**src/rtl/cdb_arbiter_if.sv**
```systemverilog
// Common-data-bus arbiter bus bundle.
//  master : requester side (functional units), drives flush/req_*, sees ready + CDB.
//  slave  : arbiter side, drives req_ready and the registered cdb_* broadcast.
//  req_tag/req_data are flat vectors; slice i = [i*W +: W].
interface cdb_arbiter_if #(
  parameter int NUM_REQ = 3,
  parameter int TAG_W   = 4,
  parameter int DATA_W  = 32,
  parameter int SRC_W   = (NUM_REQ > 1) ? $clog2(NUM_REQ) : 1
);
  logic                      flush;
  logic [NUM_REQ-1:0]        req_valid;
  logic [NUM_REQ*TAG_W-1:0]  req_tag;
  logic [NUM_REQ*DATA_W-1:0] req_data;
  logic [NUM_REQ-1:0]        req_ready;
  logic                      cdb_valid;
  logic [TAG_W-1:0]          cdb_tag;
  logic [DATA_W-1:0]         cdb_data;
  logic [SRC_W-1:0]          cdb_src;

  modport master (
    output flush, req_valid, req_tag, req_data,
    input  req_ready, cdb_valid, cdb_tag, cdb_data, cdb_src
  );

  modport slave (
    input  flush, req_valid, req_tag, req_data,
    output req_ready, cdb_valid, cdb_tag, cdb_data, cdb_src
  );
endinterface

```
**src/rtl/cdb_arbiter.sv**
```systemverilog
// cdb_arbiter: round-robin arbiter onto the single common data bus.
//  Each requester owns a 1-entry holding register (cdb_hold_lane). One held
//  result per cycle is broadcast on the registered cdb_* outputs; losers
//  back-pressure through req_ready.
//  Ports:
//   clk  - rising-edge clock
//   rst  - synchronous active-high reset (dominates flush)
//   bus  - cdb_arbiter_if.slave: flush, req_valid/tag/data in,
//          req_ready out, cdb_valid/tag/data/src out (registered)

// One holding register. Load and flush are mutually exclusive upstream
// (ready is forced low under flush), but flush is still given priority here.
module cdb_hold_lane #(
  parameter int TAG_W  = 4,
  parameter int DATA_W = 32
) (
  input  logic              clk,
  input  logic              rst,
  input  logic              flush,
  input  logic              load,     // handshake with a non-zero tag
  input  logic              clear,    // this lane won the CDB this cycle
  input  logic [TAG_W-1:0]  in_tag,
  input  logic [DATA_W-1:0] in_data,
  output logic              held_v,
  output logic [TAG_W-1:0]  tag,
  output logic [DATA_W-1:0] data
);
  always_ff @(posedge clk) begin
    if (rst) begin
      held_v <= 1'b0;
    end else if (flush) begin
      held_v <= 1'b0;
    end else if (load) begin
      // refill on the grant edge keeps the entry held with new contents
      held_v <= 1'b1;
      tag    <= in_tag;
      data   <= in_data;
    end else if (clear) begin
      held_v <= 1'b0;
    end
  end
endmodule

module cdb_arbiter #(
  parameter int NUM_REQ = 3,
  parameter int TAG_W   = 4,
  parameter int DATA_W  = 32,
  parameter int SRC_W   = (NUM_REQ > 1) ? $clog2(NUM_REQ) : 1
) (
  input  logic         clk,
  input  logic         rst,
  cdb_arbiter_if.slave bus
);
  logic [NUM_REQ-1:0]             held_v;
  logic [NUM_REQ-1:0][TAG_W-1:0]  held_tag;
  logic [NUM_REQ-1:0][DATA_W-1:0] held_data;
  logic [NUM_REQ-1:0]             grant;
  logic [NUM_REQ-1:0]             load;
  logic [SRC_W-1:0]               rr_last;
  logic [SRC_W-1:0]               win;
  logic                           found;

  // Round-robin search over held entries only, starting just after rr_last.
  always_comb begin
    logic [SRC_W-1:0] idx;
    idx   = '0;
    win   = '0;
    found = 1'b0;
    grant = '0;
    for (int k = 1; k <= NUM_REQ; k++) begin
      idx = SRC_W'((int'(rr_last) + k) % NUM_REQ);
      if (!found && held_v[idx]) begin
        found = 1'b1;
        win   = idx;
      end
    end
    // grant is suppressed under flush so nothing is consumed on that edge
    if (found && !bus.flush) grant[win] = 1'b1;
  end

  genvar i;
  generate
    for (i = 0; i < NUM_REQ; i++) begin : g_lane
      // ready never looks at req_valid; a granted entry may refill same edge
      assign bus.req_ready[i] = !bus.flush && (!held_v[i] || grant[i]);
      // tag 0 completes the handshake but is dropped on the floor
      assign load[i] = bus.req_valid[i] && bus.req_ready[i] &&
                       (bus.req_tag[i*TAG_W +: TAG_W] != '0);

      cdb_hold_lane #(.TAG_W(TAG_W), .DATA_W(DATA_W)) u_lane (
        .clk     (clk),
        .rst     (rst),
        .flush   (bus.flush),
        .load    (load[i]),
        .clear   (grant[i]),
        .in_tag  (bus.req_tag[i*TAG_W +: TAG_W]),
        .in_data (bus.req_data[i*DATA_W +: DATA_W]),
        .held_v  (held_v[i]),
        .tag     (held_tag[i]),
        .data    (held_data[i])
      );
    end
  endgenerate

  always_ff @(posedge clk) begin
    if (rst) begin
      bus.cdb_valid <= 1'b0;
      bus.cdb_tag   <= '0;
      bus.cdb_data  <= '0;
      bus.cdb_src   <= '0;
      rr_last       <= SRC_W'(NUM_REQ - 1);
    end else if (bus.flush) begin
      bus.cdb_valid <= 1'b0;
    end else if (found) begin
      bus.cdb_valid <= 1'b1;
      bus.cdb_tag   <= held_tag[win];
      bus.cdb_data  <= held_data[win];
      bus.cdb_src   <= win;
      rr_last       <= win;
    end else begin
      bus.cdb_valid <= 1'b0;
    end
  end
endmodule

```
**src/flat_wrapper.sv**
```systemverilog
// flat-port wrapper written by rule: the top's interface ports become plain ports
module cdb_arbiter_flat 
#(
  parameter int NUM_REQ = 3,
  parameter int TAG_W   = 4,
  parameter int DATA_W  = 32,
  parameter int SRC_W   = (NUM_REQ > 1) ? $clog2(NUM_REQ) : 1
)
  (clk, rst, bus_flush, bus_req_valid, bus_req_tag, bus_req_data, bus_req_ready, bus_cdb_valid, bus_cdb_tag, bus_cdb_data, bus_cdb_src);
  cdb_arbiter_if #(.NUM_REQ(NUM_REQ), .TAG_W(TAG_W), .DATA_W(DATA_W), .SRC_W(SRC_W)) bus_i ();
  input  logic clk;
  input  logic rst;
  input wire logic [$bits(bus_i.flush)-1:0] bus_flush;
  input wire logic [$bits(bus_i.req_valid)-1:0] bus_req_valid;
  input wire logic [$bits(bus_i.req_tag)-1:0] bus_req_tag;
  input wire logic [$bits(bus_i.req_data)-1:0] bus_req_data;
  output wire logic [$bits(bus_i.req_ready)-1:0] bus_req_ready;
  output wire logic [$bits(bus_i.cdb_valid)-1:0] bus_cdb_valid;
  output wire logic [$bits(bus_i.cdb_tag)-1:0] bus_cdb_tag;
  output wire logic [$bits(bus_i.cdb_data)-1:0] bus_cdb_data;
  output wire logic [$bits(bus_i.cdb_src)-1:0] bus_cdb_src;
  assign bus_i.flush = bus_flush;
  assign bus_i.req_valid = bus_req_valid;
  assign bus_i.req_tag = bus_req_tag;
  assign bus_i.req_data = bus_req_data;
  assign bus_req_ready = bus_i.req_ready;
  assign bus_cdb_valid = bus_i.cdb_valid;
  assign bus_cdb_tag = bus_i.cdb_tag;
  assign bus_cdb_data = bus_i.cdb_data;
  assign bus_cdb_src = bus_i.cdb_src;
  cdb_arbiter #(.NUM_REQ(NUM_REQ), .TAG_W(TAG_W), .DATA_W(DATA_W), .SRC_W(SRC_W)) u_core (.clk(clk), .rst(rst), .bus(bus_i));
endmodule
```
**config.mk**
```make
export PLATFORM = sky130hd
export DESIGN_NAME = cdb_arbiter_flat
export DESIGN_NICKNAME = d
export VERILOG_FILES = /design/src/rtl/cdb_arbiter_if.sv /design/src/rtl/cdb_arbiter.sv /design/src/flat_wrapper.sv
export SDC_FILE = /design/constraint.sdc
export NUM_CORES = 1
export LEC_CHECK = 0
export ABC_AREA = 1
export BUFFER_PORTS_ARGS = -buffer_cell sky130_fd_sc_hd__buf_2
export CORE_MARGIN = 2
export CORE_UTILIZATION = 45
export DETAILED_ROUTE_END_ITERATION = 10
export PLACE_DENSITY = 0.71
export SETUP_SLACK_MARGIN = 0.2
export SLEW_MARGIN = 40
export SYNTH_ARGS = -nofsm -noshare
export SYNTH_HDL_FRONTEND = slang
export SYNTH_SLANG_ARGS = --single-unit
```
**constraint.sdc**
```tcl
create_clock -name clk -period 12.3 [get_ports clk]
set_input_delay 0.615 -clock clk [delete_from_list [all_inputs] [get_ports clk]]
set_output_delay 0.615 -clock clk [all_outputs]
set_load 0.02 [all_outputs]
```
==> flow_metrics.py, run 1 <==
metrics = {
    "cts": {
        "cts_setup_buffers": 0,
        "cts_buffers": 17,
        "insertion_delay_ns": 0.42,
        "post_cts_resized": 0,
        "cts.reportedPaths.clkPinSlew_ns": 0.06,
        "clkSinkCount": 151,
        "cts_hold_buf": 0,
        "ctsHtreeMaxLevel": 4,
        "cts_tree": "built",
        "cts_buffer_depth": 2,
        "clockRootBuffer": "clkbuf_16",
    },
    "min_path": {
        "worstHoldStart": "bus_req_data[46]",
        "hp-class": "in2reg",
        "hold_path_depth": 1,
        "hold_path_end": "u_core.g_lane[1].u_lane.data[14]$_DFFE_PP_",
    },
    "outcome": {
        "status": "complete, no violations",
    },
    "route": {
        "drt_iter0_markers": 295,
        "drc": 0,
        "viasPerCell": 4.88,
        "routed_wl_mm": 14.8,
        "drtPass1Iterations": 4,
        "vias": 4761,
        "ant_nets": 0,
        "wl_per_cell_um": 15.2,
    },
    "setup_path": {
        "startpoint_type": "flop",
        "crit_family": "buffers and inverters",
        "worstPathMaxFanout": 40,
        "reg2reg_from": "u_core.rr_last[0]$_SDFFE_PP0P_",
        "crit_path_top_delay_cell": "inv_2",
        "cp.arrival_ns": 3.66,
        "cpPeakStageDelay_ns": 0.73,
        "reg2regPathDepth": 13,
        "critPathBufInv": 4,
        "r2r-end": "u_core.g_lane[0].u_lane.data[25]$_DFFE_PP_",
        "rrSetupSlack_ns": 8.44,
        "endpoint_kind": "output port",
        "required_ns": 11.69,
        "crit_type": "reg2out",
        "crit_path_cell_trace": "inv_1 > ha_1 > inv_2 > nand3_2 > nand2_2 > nor2_4 > nand3_2 > nand2_2 > inv_2 > nand2_1 > a21oi_1 > buf_2",
    },
    "die": {
        "die_h_um": 122,
        "initial_utilization": 0.457,
        "dieArea_sq_um": 15000,
        "num_rows": 43,
        "coreArea_sq_um": 13800,
        "dieWidth_um": 122,
        "ioPinCount": 156,
    },
    "global_route": {
        "grt_overflow": 0,
        "grt_use_total": 0.204,
        "met2_usage": 0.329,
        "grt_pass1_vias": 4543,
        "grt_pass1_wl_mm": 22.7,
        "met3_usage": 0.0595,
        "antenna_found_initial": 0,
        "grt_util_met1": 0.267,
        "busiest_layer": "met2",
        "grt_max_degree": 41,
    },
    "synthesis": {
        "syn_nets": 749,
        "synth_area_per_cell_sq_um": 9.98,
        "synth.distinct_cells": 25,
        "yosysSeqAreaShare": 0.652,
        "ys_ff_latch": 151,
        "netlist_area_sq_um": 6300,
        "synth_cells": 631,
        "yosysWarnings": 0,
    },
    "cells_and_area": {
        "final_area_sq_um": 7910,
        "drive_above_1_share": 0.303,
        "nFillCells": 1240,
        "fin_util": 0.574,
        "nets": 900,
        "seqCellArea_sq_um": 4100,
        "final_common_cell": "buf_2",
        "layout-area-overhead-vs-synth_pct": 25.6,
        "antenna_cells": 0,
        "multiInputGateArea_sq_um": 1580,
        "mostFrequentLayoutCells": "buf_2, nand2_1, nand3_1",
    },
    "placement": {
        "portBuffers": 155,
        "hpwlAfterDp_mm": 10.4,
        "placed_cell_area_sq_um": 7300,
        "place.gp.congestion": 0.781,
    },
    "sta": {
        "hold_violations": 0,
        "setup_tns_ns": 0,
        "finalCritPeriodShare": 0.348,
        "fmax_mhz": 234,
        "slew_violations": 0,
        "setup_viol": 0,
        "fin_crit_ns": 4.28,
        "rsz0062_at_grt": "no",
        "max_slew_margin": 0.445,
        "finClkSkew_ns": 0.00945,
        "worst_pin_slew_ns": 0.832,
        "hold_slack_ns": 0.359,
    },
    "pwr": {
        "powerDensity_nw_per_um2": 244,
        "p_leak_nw": 3.62,
        "vdd_drop_max_v": 0.000157,
        "power_w": 0.00193,
    },
    "flow_run": {
        "drv_cap": 0,
    },
}
[sequential cells by signal, summed over array words and instances (netlist names)]
name                         cells
u_core.g_lane.u_lane.tag        12
u_core.bus.cdb_tag               4
u_core.rr_last                   2
u_core.g_lane.u_lane.data       96
u_core.g_lane.u_lane.held_v      3
u_core.bus.cdb_data             32
u_core.bus.cdb_src               1
u_core.bus.cdb_valid             1
[worst register-to-register path, delay by kind of cell, from the launching register on]
family / cells / cell delay (ns)
AOI/OAI and AO/OA: 1 / 0.14
and+or+nand+nor: 7 / 1.93
DFF: 1 / 0.39
adders and majority gates: 1 / 0.40
buffers and inverters: 4 / 0.68
[cell usage after synthesis (all sizes together)]
library cell / instances / area, sq um
nand3: 124 / 646
o211ai: 1 / 7.51
clkbuf: 6 / 22.5
a21oi: 43 / 219
inv: 123 / 462
nor2: 10 / 45.0
ha: 4 / 50.1
edfxtp: 108 / 3240
or4: 3 / 22.5
nand4: 1 / 6.26
a31oi: 1 / 6.26
o21ai: 3 / 15.0
buf: 24 / 163
nand2: 136 / 523
nand3b: 1 / 7.51
dfxtp: 43 / 861
[metrics by stage]
| stage | setup WS, ns | cells |
|---|---|---|
| final | 8.02 | 975 |
| after global routing | 7.73 | 975 |
| after floorplan | 8.32 | 631 |
| after detailed placement | 8.45 | 943 |
| after global placement | 8.12 | 937 |
| after CTS | 8.01 | 975 |
[layout make-up]
cell class / instances / share of cell area
Inverter: 123 / 0.0584
Timing Repair Buffer: 162 / 0.117
Sequential cell: 151 / 0.519
Multi-Input combinational cell: 327 / 0.200
Clock inverter: 13 / 0.0212
Clock buffer: 19 / 0.0560
Tap cell: 180 / 0.0285
[power breakdown]
group / internal, W / switching (W)
Sequential: 0.000625 / 0.0000494
Combinational: 0.000220 / 0.000499
Clock: 0.000327 / 0.000209
Total: 0.00117 / 0.000757
[per-layer routing]
layer  share of wire  vias up
met4           0.016        0
met3           0.067       21
met5               0        -
li1                -     2359
met1            0.43     2203
met2            0.49      178
[worst max-delay path by stage]
stage | start | end | depth (start not counted)
floorplan | u_core.rr_last[0]$_SDFFE_PP0P_ | u_core.g_lane[2].u_lane.data[0]$_DFFE_PP_ | 13
finish | u_core.rr_last[0]$_SDFFE_PP0P_ | bus_req_ready[2] | 12
CTS | u_core.rr_last[0]$_SDFFE_PP0P_ | bus_req_ready[2] | 12
global route | u_core.rr_last[0]$_SDFFE_PP0P_ | bus_req_ready[2] | 12
detailed placement | u_core.rr_last[0]$_SDFFE_PP0P_ | u_core.g_lane[0].u_lane.data[16]$_DFFE_PP_ | 13
global placement | u_core.rr_last[0]$_SDFFE_PP0P_ | u_core.g_lane[0].u_lane.data[12]$_DFFE_PP_ | 11
[cells by family (layout without fill, tap and decap cells)]
logic type,count (synthesis),count (layout),synth area share
AOI/OAI and AO/OA,48,48,0.0393
and+or+nand+nor,275,275,0.198
buffers and inverters,153,317,0.103
DFF,151,151,0.652
adders and majority gates,4,4,0.00795
Note: power is estimated with default switching activity, not from simulation.
==> inputs of run 2 (changes only) <==
--- a/config.mk
+++ b/config.mk
@@ -10,7 +10,7 @@
 export CORE_MARGIN = 2
 export CORE_UTILIZATION = 45
 export DETAILED_ROUTE_END_ITERATION = 10
-export PLACE_DENSITY = 0.71
+export PLACE_DENSITY = 0.74
 export SETUP_SLACK_MARGIN = 0.2
 export SLEW_MARGIN = 40
 export SYNTH_ARGS = -nofsm -noshare
==> constraint.sdc (replaced) <==
create_clock -name clk -period 3.8 [get_ports clk]
set_input_delay 0.19 -clock clk [delete_from_list [all_inputs] [get_ports clk]]
set_output_delay 0.19 -clock clk [all_outputs]
set_load 0.02 [all_outputs]
==> flow_metrics.py, run 2 (synthesis results as in run 1) <==
metrics = {
    "die": {
        "coreArea_sq_um": 13800,
        "die_h_um": 122,
        "dieWidth_um": 122,
        "initial_utilization": 0.457,
        "dieArea_sq_um": 15000,
        "ioPinCount": 156,
        "num_rows": 43,
    },
    "setup_path": {
        "cp.arrival_ns": 3.12,
        "crit_type": "reg2out",
        "endpoint_kind": "output port",
        "required_ns": 3.61,
        "crit_start": "u_core.rr_last[0]$_SDFFE_PP0P_",
        "worstPathMaxFanout": 20,
        "startpoint_type": "flop",
        "reg2reg_from": "u_core.rr_last[0]$_SDFFE_PP0P_",
    },
    "global_route": {
        "grt_pass1_vias": 5344,
        "grt_max_degree": 40,
        "grt_overflow": 0,
        "antenna_found_initial": 1,
        "met2_usage": 0.406,
        "grt_util_met1": 0.258,
        "grt_pass1_wl_mm": 25.8,
        "busiest_layer": "met2",
        "grt_use_total": 0.230,
        "met3_usage": 0.0539,
    },
    "cts": {
        "cts_setup_buffers": 0,
        "cts_buffers": 17,
        "clkSinkCount": 151,
        "insertion_delay_ns": 0.43,
        "cts_buffer_depth": 2,
        "cts_hold_buf": 108,
        "clockRootBuffer": "clkbuf_16",
        "post_cts_resized": 0,
        "cts_tree": "built",
        "ctsHtreeMaxLevel": 4,
        "cts.reportedPaths.clkPinSlew_ns": 0.06,
    },
    "cells_and_area": {
        "largest_reg_flops": 96,
        "nFillCells": 1092,
        "final_cells": 1087,
        "nets": 1011,
        "layout-area-overhead-vs-synth_pct": 41.9,
        "top_regs": "u_core.g_lane.u_lane.data x96, u_core.bus.cdb_data x32, u_core.g_lane.u_lane.tag x12",
        "seqCellArea_sq_um": 4100,
        "largest_register": "u_core.g_lane.u_lane.data",
        "multiInputGateArea_sq_um": 1580,
        "mostFrequentLayoutCells": "buf_2, nand2_1, nand3_1",
        "drive_above_1_share": 0.270,
        "final_common_cell": "buf_2",
    },
    "route": {
        "drtPass1Iterations": 5,
        "drc": 0,
        "ant_nets": 0,
        "wl_per_cell_um": 15.6,
        "vias": 5195,
        "drt_iter0_markers": 306,
        "routed_wl_mm": 17.0,
        "viasPerCell": 4.78,
    },
    "min_path": {
        "hp-class": "in2reg",
        "worstHoldStart": "bus_req_valid[1]",
    },
    "sta": {
        "finalCritPeriodShare": 0.870,
        "setup_tns_ns": 0,
        "setup_viol": 0,
        "max_slew_margin": 0.478,
        "rsz0062_at_grt": "no",
        "setup_slack_ns": 0.494,
        "fmax_mhz": 303,
        "fin_crit_ns": 3.31,
        "finClkSkew_ns": 0.0104,
        "slew_violations": 0,
        "hold_violations": 0,
        "worst_pin_slew_ns": 0.783,
    },
    "placement": {
        "placed_cells": 946,
        "portBuffers": 155,
        "dp_slack_ns": 0.493,
        "hpwlAfterDp_mm": 9.39,
        "place.gp.congestion": 0.908,
    },
    "flow_run": {
        "drv_cap": 0,
    },
    "outcome": {
        "status": "complete, no violations",
    },
    "pwr": {
        "p_leak_nw": 4.05,
        "powerDensity_nw_per_um2": 715,
        "vdd_drop_max_v": 0.000582,
    },
}
## run 2: critical path, cell delays in order, from the launching register on
cell	delay (ns)
dfxtp_1	0.39
inv_1	0.08
ha_1	0.41
inv_2	0.12
nand3_2	0.08
nand2_2	0.10
nor2_4	0.05
nand3_2	0.08
nand2_2	0.25
nor2_4	0.52
a21oi_1	0.25
nor2_1	0.17
buf_2	0.18
## run 2: routing by layer
metal | routed length [um] | vias up | share of wire
li1 | - | 2583 | -
met1 | 6640 | 2356 | 0.39
met2 | 8710 | 208 | 0.51
met3 | 1040 | 48 | 0.061
met4 | 607 | 0 | 0.036
met5 | 0 | - | 0
## run 2: layout make-up
| type | instances | share of cell area |
|---|---|---|
| diodes | 1 | 0.000280 |
| clock buffers | 17 | 0.0476 |
| well taps | 180 | 0.0252 |
| clock inverters | 15 | 0.0214 |
| flip-flops and latches | 151 | 0.459 |
| multi-input cells | 327 | 0.177 |
| repair buffers | 273 | 0.218 |
| inverters | 123 | 0.0517 |
## run 2: worst paths after layout
| kind | end | slack [ns] | depth (start not counted) |
|---|---|---|---|
| setup / recovery | bus_req_ready[0] | 0.49 | 12 |
| hold / removal | u_core.g_lane[1].u_lane.held_v$_SDFFE_PP0P_ | 0.1 | 3 |
| setup reg to reg | u_core.g_lane[0].u_lane.data[28]$_DFFE_PP_ | 0.52 | 12 |
| hold reg to reg | u_core.bus.cdb_src[1]$_SDFFE_PP0P_ | 0.51 | 2 |
## run 2: stage by stage
stage | hold WS (ns) | cell area (sq um) | power, W | util
final | 0.0963 | 8940 | 0.00639 | 0.649
after global routing | 0.114 | 8940 | 0.00677 | 0.649
after CTS | 0.0850 | 8940 | 0.00639 | 0.649
after detailed placement | 0.368 | 7240 | 0.00455 | 0.526
after global placement | 0.367 | 7240 | 0.00450 | 0.526
after floorplan | 0.289 | 6310 | 0.00395 | -
## run 2: power by group
part	internal, W	leakage [nW]	switching, W	total, W
registers	0.00202	1.34	0.000124	0.00215
clock network	0.00105	0.291	0.000717	0.00177
logic	0.000781	2.42	0.00170	0.00248
total	0.00385	4.05	0.00254	0.00639
